--- src/rtl/booth_mult_serial.sv ---
// Sequential radix-2 Booth multiplier (one step per clock) with an optional LSB-first serial framer.
// Define BOOTH_MULT_SERIAL_TX_EN to compile in the TX framer; otherwise tx is tied high.
module booth_mult_serial #(
    parameter int unsigned WIDTH        = 8,
    parameter int unsigned CLKS_PER_BIT = 1
) (
    input  logic                 CLK,
    input  logic                 RST,
    input  logic                 start,
    input  logic [WIDTH-1:0]     multiplier,
    input  logic [WIDTH-1:0]     multiplicand,
    output logic                 busy,
    output logic                 done,
    output logic [2*WIDTH-1:0]   product,
    output logic                 tx
);

    localparam int unsigned CntW = $clog2(WIDTH);

    if (WIDTH < 2) begin : g_bad_width
        $error("booth_mult_serial: WIDTH must be at least 2");
    end
    if (CLKS_PER_BIT < 1) begin : g_bad_cpb
        $error("booth_mult_serial: CLKS_PER_BIT must be at least 1");
    end

`ifdef BOOTH_MULT_SERIAL_TX_EN
    typedef enum logic [1:0] {StIdle, StCalc, StTx} state_e;
`else
    typedef enum logic [1:0] {StIdle, StCalc} state_e;
`endif

    state_e state_q, state_d;

    logic [WIDTH-1:0]   m_q, m_d;
    logic [WIDTH-1:0]   q_q, q_d;
    logic [WIDTH:0]     acc_q, acc_d;
    logic               qm_q, qm_d;
    logic [CntW-1:0]    cnt_q, cnt_d;
    logic [2*WIDTH-1:0] product_q, product_d;
    logic               done_q, done_d;
    logic               busy_q, busy_d;

    logic [WIDTH:0]     m_ext;
    logic [WIDTH:0]     step_sum;
    logic [2*WIDTH+1:0] shifted;
    logic               last_step;

`ifdef BOOTH_MULT_SERIAL_TX_EN
    localparam int unsigned BitW  = $clog2(2 * WIDTH + 2);
    localparam int unsigned BaudW = (CLKS_PER_BIT > 1) ? $clog2(CLKS_PER_BIT) : 1;

    logic               tx_q, tx_d;
    logic [2*WIDTH:0]   sh_q, sh_d;
    logic [BitW-1:0]    bit_q, bit_d;
    logic [BaudW-1:0]   baud_q, baud_d;
    logic               bit_last, baud_last;

    assign bit_last  = (bit_q == BitW'(2 * WIDTH + 1));
    assign baud_last = (baud_q == BaudW'(CLKS_PER_BIT - 1));
`endif

    assign last_step = (cnt_q == CntW'(WIDTH - 1));

    // Booth add/subtract followed by an arithmetic right shift of {acc, Q, q_minus}.
    always_comb begin
        m_ext = {m_q[WIDTH-1], m_q};
        case ({q_q[0], qm_q})
            2'b10:   step_sum = acc_q - m_ext;
            2'b01:   step_sum = acc_q + m_ext;
            default: step_sum = acc_q;
        endcase
        shifted = {step_sum[WIDTH], step_sum, q_q};
    end

    always_ff @(posedge CLK) begin
        if (RST) begin
            state_q   <= StIdle;
            m_q       <= '0;
            q_q       <= '0;
            acc_q     <= '0;
            qm_q      <= 1'b0;
            cnt_q     <= '0;
            product_q <= '0;
            done_q    <= 1'b0;
            busy_q    <= 1'b0;
`ifdef BOOTH_MULT_SERIAL_TX_EN
            tx_q      <= 1'b1;
            sh_q      <= '0;
            bit_q     <= '0;
            baud_q    <= '0;
`endif
        end else begin
            state_q   <= state_d;
            m_q       <= m_d;
            q_q       <= q_d;
            acc_q     <= acc_d;
            qm_q      <= qm_d;
            cnt_q     <= cnt_d;
            product_q <= product_d;
            done_q    <= done_d;
            busy_q    <= busy_d;
`ifdef BOOTH_MULT_SERIAL_TX_EN
            tx_q      <= tx_d;
            sh_q      <= sh_d;
            bit_q     <= bit_d;
            baud_q    <= baud_d;
`endif
        end
    end

    always_comb begin
        state_d = state_q;
        case (state_q)
            StIdle: if (start) state_d = StCalc;
            StCalc: begin
                if (last_step) begin
`ifdef BOOTH_MULT_SERIAL_TX_EN
                    state_d = StTx;
`else
                    state_d = StIdle;
`endif
                end
            end
`ifdef BOOTH_MULT_SERIAL_TX_EN
            StTx: if (bit_last && baud_last) state_d = StIdle;
`endif
            default: state_d = StIdle;
        endcase
    end

    always_comb begin
        m_d       = m_q;
        q_d       = q_q;
        acc_d     = acc_q;
        qm_d      = qm_q;
        cnt_d     = cnt_q;
        product_d = product_q;
        done_d    = 1'b0;
        busy_d    = busy_q;
`ifdef BOOTH_MULT_SERIAL_TX_EN
        tx_d      = tx_q;
        sh_d      = sh_q;
        bit_d     = bit_q;
        baud_d    = baud_q;
`endif
        case (state_q)
            StIdle: begin
                if (start) begin
                    m_d    = multiplicand;
                    q_d    = multiplier;
                    acc_d  = '0;
                    qm_d   = 1'b0;
                    cnt_d  = '0;
                    busy_d = 1'b1;
                end
            end
            StCalc: begin
                acc_d = shifted[2*WIDTH+1:WIDTH+1];
                q_d   = shifted[WIDTH:1];
                qm_d  = shifted[0];
                cnt_d = cnt_q + CntW'(1);
                if (last_step) begin
                    product_d = shifted[2*WIDTH:1];
                    done_d    = 1'b1;
`ifdef BOOTH_MULT_SERIAL_TX_EN
                    // Start bit goes out in the done cycle; stop bit rides at the top of sh.
                    tx_d   = 1'b0;
                    sh_d   = {1'b1, shifted[2*WIDTH:1]};
                    bit_d  = '0;
                    baud_d = '0;
`else
                    busy_d = 1'b0;
`endif
                end
            end
`ifdef BOOTH_MULT_SERIAL_TX_EN
            StTx: begin
                if (baud_last) begin
                    baud_d = '0;
                    bit_d  = bit_q + BitW'(1);
                    tx_d   = sh_q[0];
                    sh_d   = {1'b1, sh_q[2*WIDTH:1]};
                    if (bit_last) begin
                        tx_d   = 1'b1;
                        busy_d = 1'b0;
                    end
                end else begin
                    baud_d = baud_q + BaudW'(1);
                end
            end
`endif
            default: ;
        endcase
    end

    assign busy    = busy_q;
    assign done    = done_q;
    assign product = product_q;
`ifdef BOOTH_MULT_SERIAL_TX_EN
    assign tx      = tx_q;
`else
    assign tx      = 1'b1;
`endif

endmodule

--- config.mk ---
export PLATFORM = sky130hd
export DESIGN_NAME = booth_mult_serial
export DESIGN_NICKNAME = d
export VERILOG_FILES = /design/src/rtl/booth_mult_serial.sv
export SDC_FILE = /design/constraint.sdc
export NUM_CORES = 1
export LEC_CHECK = 0
export BUFFER_PORTS_ARGS = -buffer_cell sky130_fd_sc_hd__buf_4
export CAP_MARGIN = 5
export CORE_MARGIN = 10
export CORE_UTILIZATION = 48
export DETAILED_ROUTE_END_ITERATION = 12
export PLACE_DENSITY = 0.72
export SYNTH_ARGS = -nofsm -noshare
export SYNTH_HDL_FRONTEND = slang
export SYNTH_SLANG_ARGS = --single-unit
--- constraint.sdc ---
create_clock -name CLK -period 2.7 [get_ports CLK]
set_clock_uncertainty 0.05 [all_clocks]
set_input_delay 0.81 -clock CLK [delete_from_list [all_inputs] [get_ports CLK]]
set_output_delay 0.81 -clock CLK [all_outputs]
set_load 0.02 [all_outputs]
==> reports/summary.txt, run 1 <==
=================================================================================
Crit path kind .....................................................   reg -> reg
Summed negative setup slack over all endpoints .....................         0 ns
Total global routing overflow ......................................            0
Sequential share of the synthesized area ...........................        37.4%
Remaining design rule violation count ..............................            0
Sort of element at the end of the critical path ....................         flop
Fraction of final layout cells sized beyond drive strength 1 .......        25.1%
Final period demand of the worst path ..............................      2.58 ns
Startpoint type of the worst setup path ............................         flop
Synthesis warning total ............................................            0
Cell Pwr Density ...................................................  501 nW/um^2
CTS tree ...........................................................         done
Syn_area_per_cell ..................................................    8.93 um^2
Number of rows in the core area ....................................           26
Hold Path Cell Cnt .................................................            2
Area of all placed cells without fillers ...........................    2980 um^2
Number of synthesized flops with an enable pin .....................            0
Latest clock arrival within the worst-skew pair ....................      0.31 ns
Top-Level Pins .....................................................           38
Commonest cells after routing, fill and taps aside ................. buf_4 (46), dfxtp_1 (44), nor2_1 (42)
Library cell used as clock root buffer .............................     clkbuf_8
Die area ...........................................................    8400 um^2
Netlist Area Pre-Place .............................................    2460 um^2
Antenna diode count ................................................            0
Starting utilization of the core area ..............................        48.9%
Worst slew slack as a fraction of its limit ........................        63.8%
Global-route wire length before repair .............................      9350 um
Clock slew seen by the registers of the worst setup and hold paths .      0.10 ns
Leakage ............................................................   0.00132 uW
Worst reg2reg path startpoint ......................................       m_q[1]
Layout overhead on the synthesized area ............................        21.0%
Endpoints failing hold .............................................            0
Asr flop ratio synth ...............................................           0%
Final weighted congestion in routability-driven placement ..........        0.820
Max IR drop VDD ....................................................     0.231 mV
Seq cells post-synth ...............................................           46
DR pass1 iterations ................................................            4
Final WL ...........................................................      5650 um
Via count of the first global-routing pass .........................         1930
All-Layer GR Usage .................................................        13.2%
Required time worst endpoint .......................................      2.85 ns
Unrepaired setup endpoints after global routing ....................         true
Max-slew violation count ...........................................            0
Detailed Route Iter0 Violations ....................................          120
Ranking of synthesized cells by area ............................... dfxtp_1 (37%), mux2i_1 (6.9%), nor2_1 (6.6%), ha_1 (6.1%), a21oi_1 (4.9%)
Status ............................................................. finished, final reports clean
Placed Cells incl. Taps ............................................          376
Drt wl/cell ........................................................      14.7 um
Worst hold path startpoint .........................................  product[12]
Synth unique cells .................................................           54
R2R Path End .......................................................  product[15]
Most common cell after layout, fill and taps aside .................        buf_4
Clock buffer depth .................................................            2
Worst R2R Path Depth ...............................................            9
Number of instances in the synthesized netlist .....................          276
Maximum fanout along the worst path ................................            6
Pin count of the biggest net entering global routing ...............           30
Post-synth top area cell ...........................................      dfxtp_1
Final setup fails ..................................................            0
Count of buffers from port buffering ...............................           36
Total via count after detailed routing .............................         2059
H-tree level count .................................................            2
Clock net sink count ...............................................           46
Hold buffer count at cts ...........................................            0
Core footprint .....................................................    5040 um^2
Final design utilization ...........................................        59.1%
Classification of the worst-slack hold path ........................   reg -> reg
Endpoint arrival time on the critical path .........................      2.73 ns
Final instance count without filler cells ..........................          385
Final antenna-violating net count ..................................            0
Die height .........................................................      91.6 um
Number of buffers inserted during clock tree synthesis .............            5
Net count, final ...................................................          346
Destination of the worst hold path .................................  product[12]
Post-synth top flop ................................................      dfxtp_1
Antenna violations before repair ...................................            0
Instance area at placement .........................................    2820 um^2
Final HPWL from detailed placement .................................      4040 um
Part of the cycle the worst path needs .............................        95.5%
R2R Setup Slk ......................................................      0.12 ns
Max-cap violations .................................................            0
Worst slew pin tran ................................................     0.542 ns
Synthesized net count ..............................................          308
Die Wd .............................................................      91.6 um
Fraction of synthesized cell area taken by the top area cell type ..        37.4%
Post-detailed-route via-to-cell ratio ..............................         5.35
Maximum clock frequency ............................................      388 MHz
=================================================================================
## cell usage after synthesis, types with 2 or more instances
library cell  number
dfxtp_1           46
nor2_1            43
a21oi_1           24
mux2i_1           17
nand2_1           13
a22o_1            12
ha_1              12
inv_1              8
nor3_1             7
nor3b_1            7
xor2_1             7
clkbuf_1           6
o21ai_0            6
a211oi_1           5
a32oi_1            5
a21o_1             4
buf_1              4
nand2b_1           4
buf_2              3
nor4_1             3
a211o_1            2
and3_1             2
mux2_2             2
nor2b_1            2
o21ai_1            2
xnor2_1            2
## critical path, stage by stage, from the launching register on
cell       delay (ns)
dfxtp_2          0.35
nor4_1           0.43
a21oi_1          0.14
xor2_1           0.18
ha_1             0.25
nor4_2           0.34
a21oi_2          0.11
and4b_1          0.22
a2111oi_2        0.35
nand2_1          0.08
## worst max path at each step
stage,startpoint,to,slack [ns],depth (start not counted)
after floorplan,q_q[0],product[15],0.18,10
after global placement,m_q[0],product[15],0.09,11
after detailed placement,m_q[0],product[15],0.03,9
after CTS,m_q[0],product[15],0.006,9
after global routing,m_q[0],product[15],-0.07,11
final,m_q[1],product[15],0.12,9
## registers in the layout, indices dropped and copies added (netlist names)
signal and count:
product 16, acc_q 8, m_q 8, q_q 8, cnt_q 3, busy 1
done 1, qm_q 1
## final cells by class
class,instances,area (um^2)
fill,455,2060
multi-input combinational,206,1500
sequential,46,923
timing repair buffer,46,345
tap,70,87.6
clock buffer,5,68.8
inverter,9,33.8
clock inverter,3,23.8
## routing by layer
metal | vias to the layer above | global-route usage, % | routed length (um)
met2 | 34 | 20.2 | 2530
met3 | 7 | 3.02 | 215
met5 | - | 0 | 0
met4 | 0 | 4.31 | 74
met1 | 945 | 17.8 | 2840
li1 | 1073 | - | -
## cell families after synthesis
group,synth area share [%]
and+or+nand+nor,18.8
AOI/OAI and AO/OA,21.4
DFF,37.4
buffers and inverters,4.27
muxes,7.82
adders and majority gates,6.91
xor gates and xnor gates,3.20
other,0.152
## per-stage QoR
step	hold WS, ns	setup WS, ns	total power [uW]
CTS	0.429	0.00611	1470
detailed placement	0.407	0.0292	1030
global route	0.455	-0.0695	1570
global placement	0.400	0.0930	1020
finish	0.421	0.120	1490
floorplan	0.407	0.178	951
## power by group
group / switching, uW / internal (uW)
sequential: 20.5 / 700
combinational: 181 / 145
clock: 261 / 186
## what timing repair did
item,in CTS,in global routing
setup endpoints to repair,0,10
setup buffers,0,1
gates resized for setup,0,17
Note: power is estimated with default switching activity, not from simulation.
==> inputs of run 2 (changes only) <==
--- a/config.mk
+++ b/config.mk
@@ -8,9 +8,9 @@
 export BUFFER_PORTS_ARGS = -buffer_cell sky130_fd_sc_hd__buf_4
 export CAP_MARGIN = 5
 export CORE_MARGIN = 10
-export CORE_UTILIZATION = 48
+export CORE_UTILIZATION = 30
+export CTS_BUF_LIST = sky130_fd_sc_hd__clkbuf_16
 export DETAILED_ROUTE_END_ITERATION = 12
-export PLACE_DENSITY = 0.72
 export SYNTH_ARGS = -nofsm -noshare
 export SYNTH_HDL_FRONTEND = slang
 export SYNTH_SLANG_ARGS = --single-unit
==> reports/summary.txt, run 2 (same netlist as run 1, synthesis figures left out) <==
=================================================================================
Number of rows in the core area ....................................           32   +23%
Clock slew seen by the registers of the worst setup and hold paths .      0.07 ns   -0.03 ns
Leakage ............................................................   0.00135 uW   +2.0%
Net count, final ...................................................          346   unchanged
Library cell used as clock root buffer .............................    clkbuf_16
Instance area at placement .........................................    2860 um^2   +1.4%
Classification of the worst-slack hold path ........................   reg -> reg
Antenna violations before repair ...................................            0   unchanged
Post-detailed-route via-to-cell ratio ..............................         4.94   -7.7%
Count of buffers from port buffering ...............................           36   unchanged
Final setup fails ..................................................            0   unchanged
Endpoint arrival time on the critical path .........................      2.68 ns   -0.05 ns
All-Layer GR Usage .................................................        9.37%   -3.8 points
Unrepaired setup endpoints after global routing ....................         true
Die area ...........................................................   12200 um^2   +46%
Detailed Route Iter0 Violations ....................................          131   +9.2%
Clock net sink count ...............................................           46   unchanged
Setup slack after layout ...........................................     0.143 ns   +0.0222 ns
Maximum fanout along the worst path ................................            6   unchanged
Cell Pwr Density ...................................................  543 nW/um^2   +8.4%
Total via count after detailed routing .............................         2058   -0.049%
Status ............................................................. finished, final reports clean
Start point of the critical path ...................................       q_q[0]
Max-cap violations .................................................            0   unchanged
Core footprint .....................................................    7850 um^2   +56%
Part of the cycle the worst path needs .............................        94.7%   -0.82 points
Sort of element at the end of the critical path ....................         flop
Worst slew pin tran ................................................     0.564 ns   +0.0214 ns
CTS tree ...........................................................         done
Final antenna-violating net count ..................................            0   unchanged
Top-Level Pins .....................................................           38   unchanged
Drt wl/cell ........................................................      14.1 um   -4.3%
Latest clock arrival within the worst-skew pair ....................      0.29 ns   -0.02 ns
Number of flip-flops in the largest register .......................           16   unchanged
Final period demand of the worst path ..............................      2.56 ns   -0.0222 ns
Final weighted congestion in routability-driven placement ..........        0.809   -1.3%
Final HPWL from detailed placement .................................      4370 um   +8.1%
DR pass1 iterations ................................................            5   +1
H-tree level count .................................................            2   unchanged
Worst hold path startpoint .........................................  product[14]
Die Wd .............................................................       111 um   +21%
Max-slew violation count ...........................................            0   unchanged
Die height .........................................................       111 um   +21%
Final Power ........................................................      1660 uW   +11%
Worst slew slack as a fraction of its limit ........................        62.1%   -1.7 points
Hold buffer count at cts ...........................................            0   unchanged
Pin count of the biggest net entering global routing ...............           39   +30%
Worst reg2reg path startpoint ......................................       q_q[0]
Remaining design rule violation count ..............................            0   unchanged
Fraction of final layout cells sized beyond drive strength 1 .......        23.5%   -1.6 points
Global-route wire length before repair .............................      9890 um   +5.8%
Summed negative setup slack over all endpoints .....................         0 ns   unchanged
Number of buffers inserted during clock tree synthesis .............            5   unchanged
Clock buffer depth .................................................            2   unchanged
Placement-stage worst setup slack ..................................    0.0563 ns   +0.0272 ns
Area of all placed cells without fillers ...........................    3050 um^2   +2.3%
Endpoints failing hold .............................................            0   unchanged
Most common cell after layout, fill and taps aside .................        buf_4
Total global routing overflow ......................................            0   unchanged
Crit path kind .....................................................   reg -> reg
Final WL ...........................................................      5860 um   +3.6%
Layout overhead on the synthesized area ............................        23.7%
Final design utilization ...........................................        38.8%   -20 points
Max IR drop VDD ....................................................     0.214 mV   -7.3%
Via count of the first global-routing pass .........................         2031   +5.2%
Maximum clock frequency ............................................      391 MHz   +0.87%
Required time worst endpoint .......................................      2.83 ns   -0.02 ns
Startpoint type of the worst setup path ............................         flop
Commonest cells after routing, fill and taps aside ................. buf_4 (46), dfxtp_1 (44), nor2_1 (43)
Antenna diode count ................................................            0   unchanged
Starting utilization of the core area ..............................        31.4%   -17 points
=================================================================================
==> run 2: cell counts in the layout (fill, tap and decap cells not counted) <==
Identical to the previous run, type by type.
==> run 2: layer usage <==
| layer | vias up | wire, um | GRT usage, % |
|---|---|---|---|
| met5 | - | 0 | 0 |
| met4 | 0 | 63 | 3.28 |
| met3 | 4 | 258 | 2.43 |
| met2 | 41 | 2570 | 13.9 |
| met1 | 939 | 2970 | 12.7 |
| li1 | 1074 | - | - |
==> run 2: layout make-up <==
type	count	area, um^2
Sequential cell	46	923
Fill cell	793	4800
Timing Repair Buffer	46	345
Tap cell	102	128
Clock buffer	5	125
Inverter	9	33.8
Multi-Input combinational cell	206	1470
Clock inverter	3	23.8
==> run 2: worst paths after layout <==
check / end / slack [ns] / cells after the start
worst max-delay path: product[15] / 0.14 / 12
worst min-delay path: product[14] / 0.42 / 2
worst max register to register: product[15] / 0.14 / 12
worst min register to register: product[14] / 0.42 / 2
==> run 2: critical path, cell delays in order, from the launching register on <==
cell	delay (ns)
dfxtp_1	0.36
inv_1	0.05
ha_1	0.23
buf_4	0.17
nor2_1	0.12
xor2_1	0.19
ha_1	0.31
o21ai_1	0.13
o21ai_2	0.25
buf_4	0.15
a211oi_1	0.07
a2111oi_2	0.29
nand2_1	0.07
==> run 2: metrics by stage <==
step	hold slack, ns	instances
after floorplan	0.407	276
after global placement	0.399	408
after detailed placement	0.404	408
after CTS	0.424	416
after global routing	0.438	417
final	0.421	417
==> run 2: timing repair <==
item	CTS	global route
gates resized for setup	0	10
buffers inserted	0	1
setup endpoints to repair	0	10
==> run 2: power breakdown <==
group	switching [uW]	internal, uW	total [uW]
Combinational	178	141	319
Sequential	21.6	700	722
Clock	269	346	615
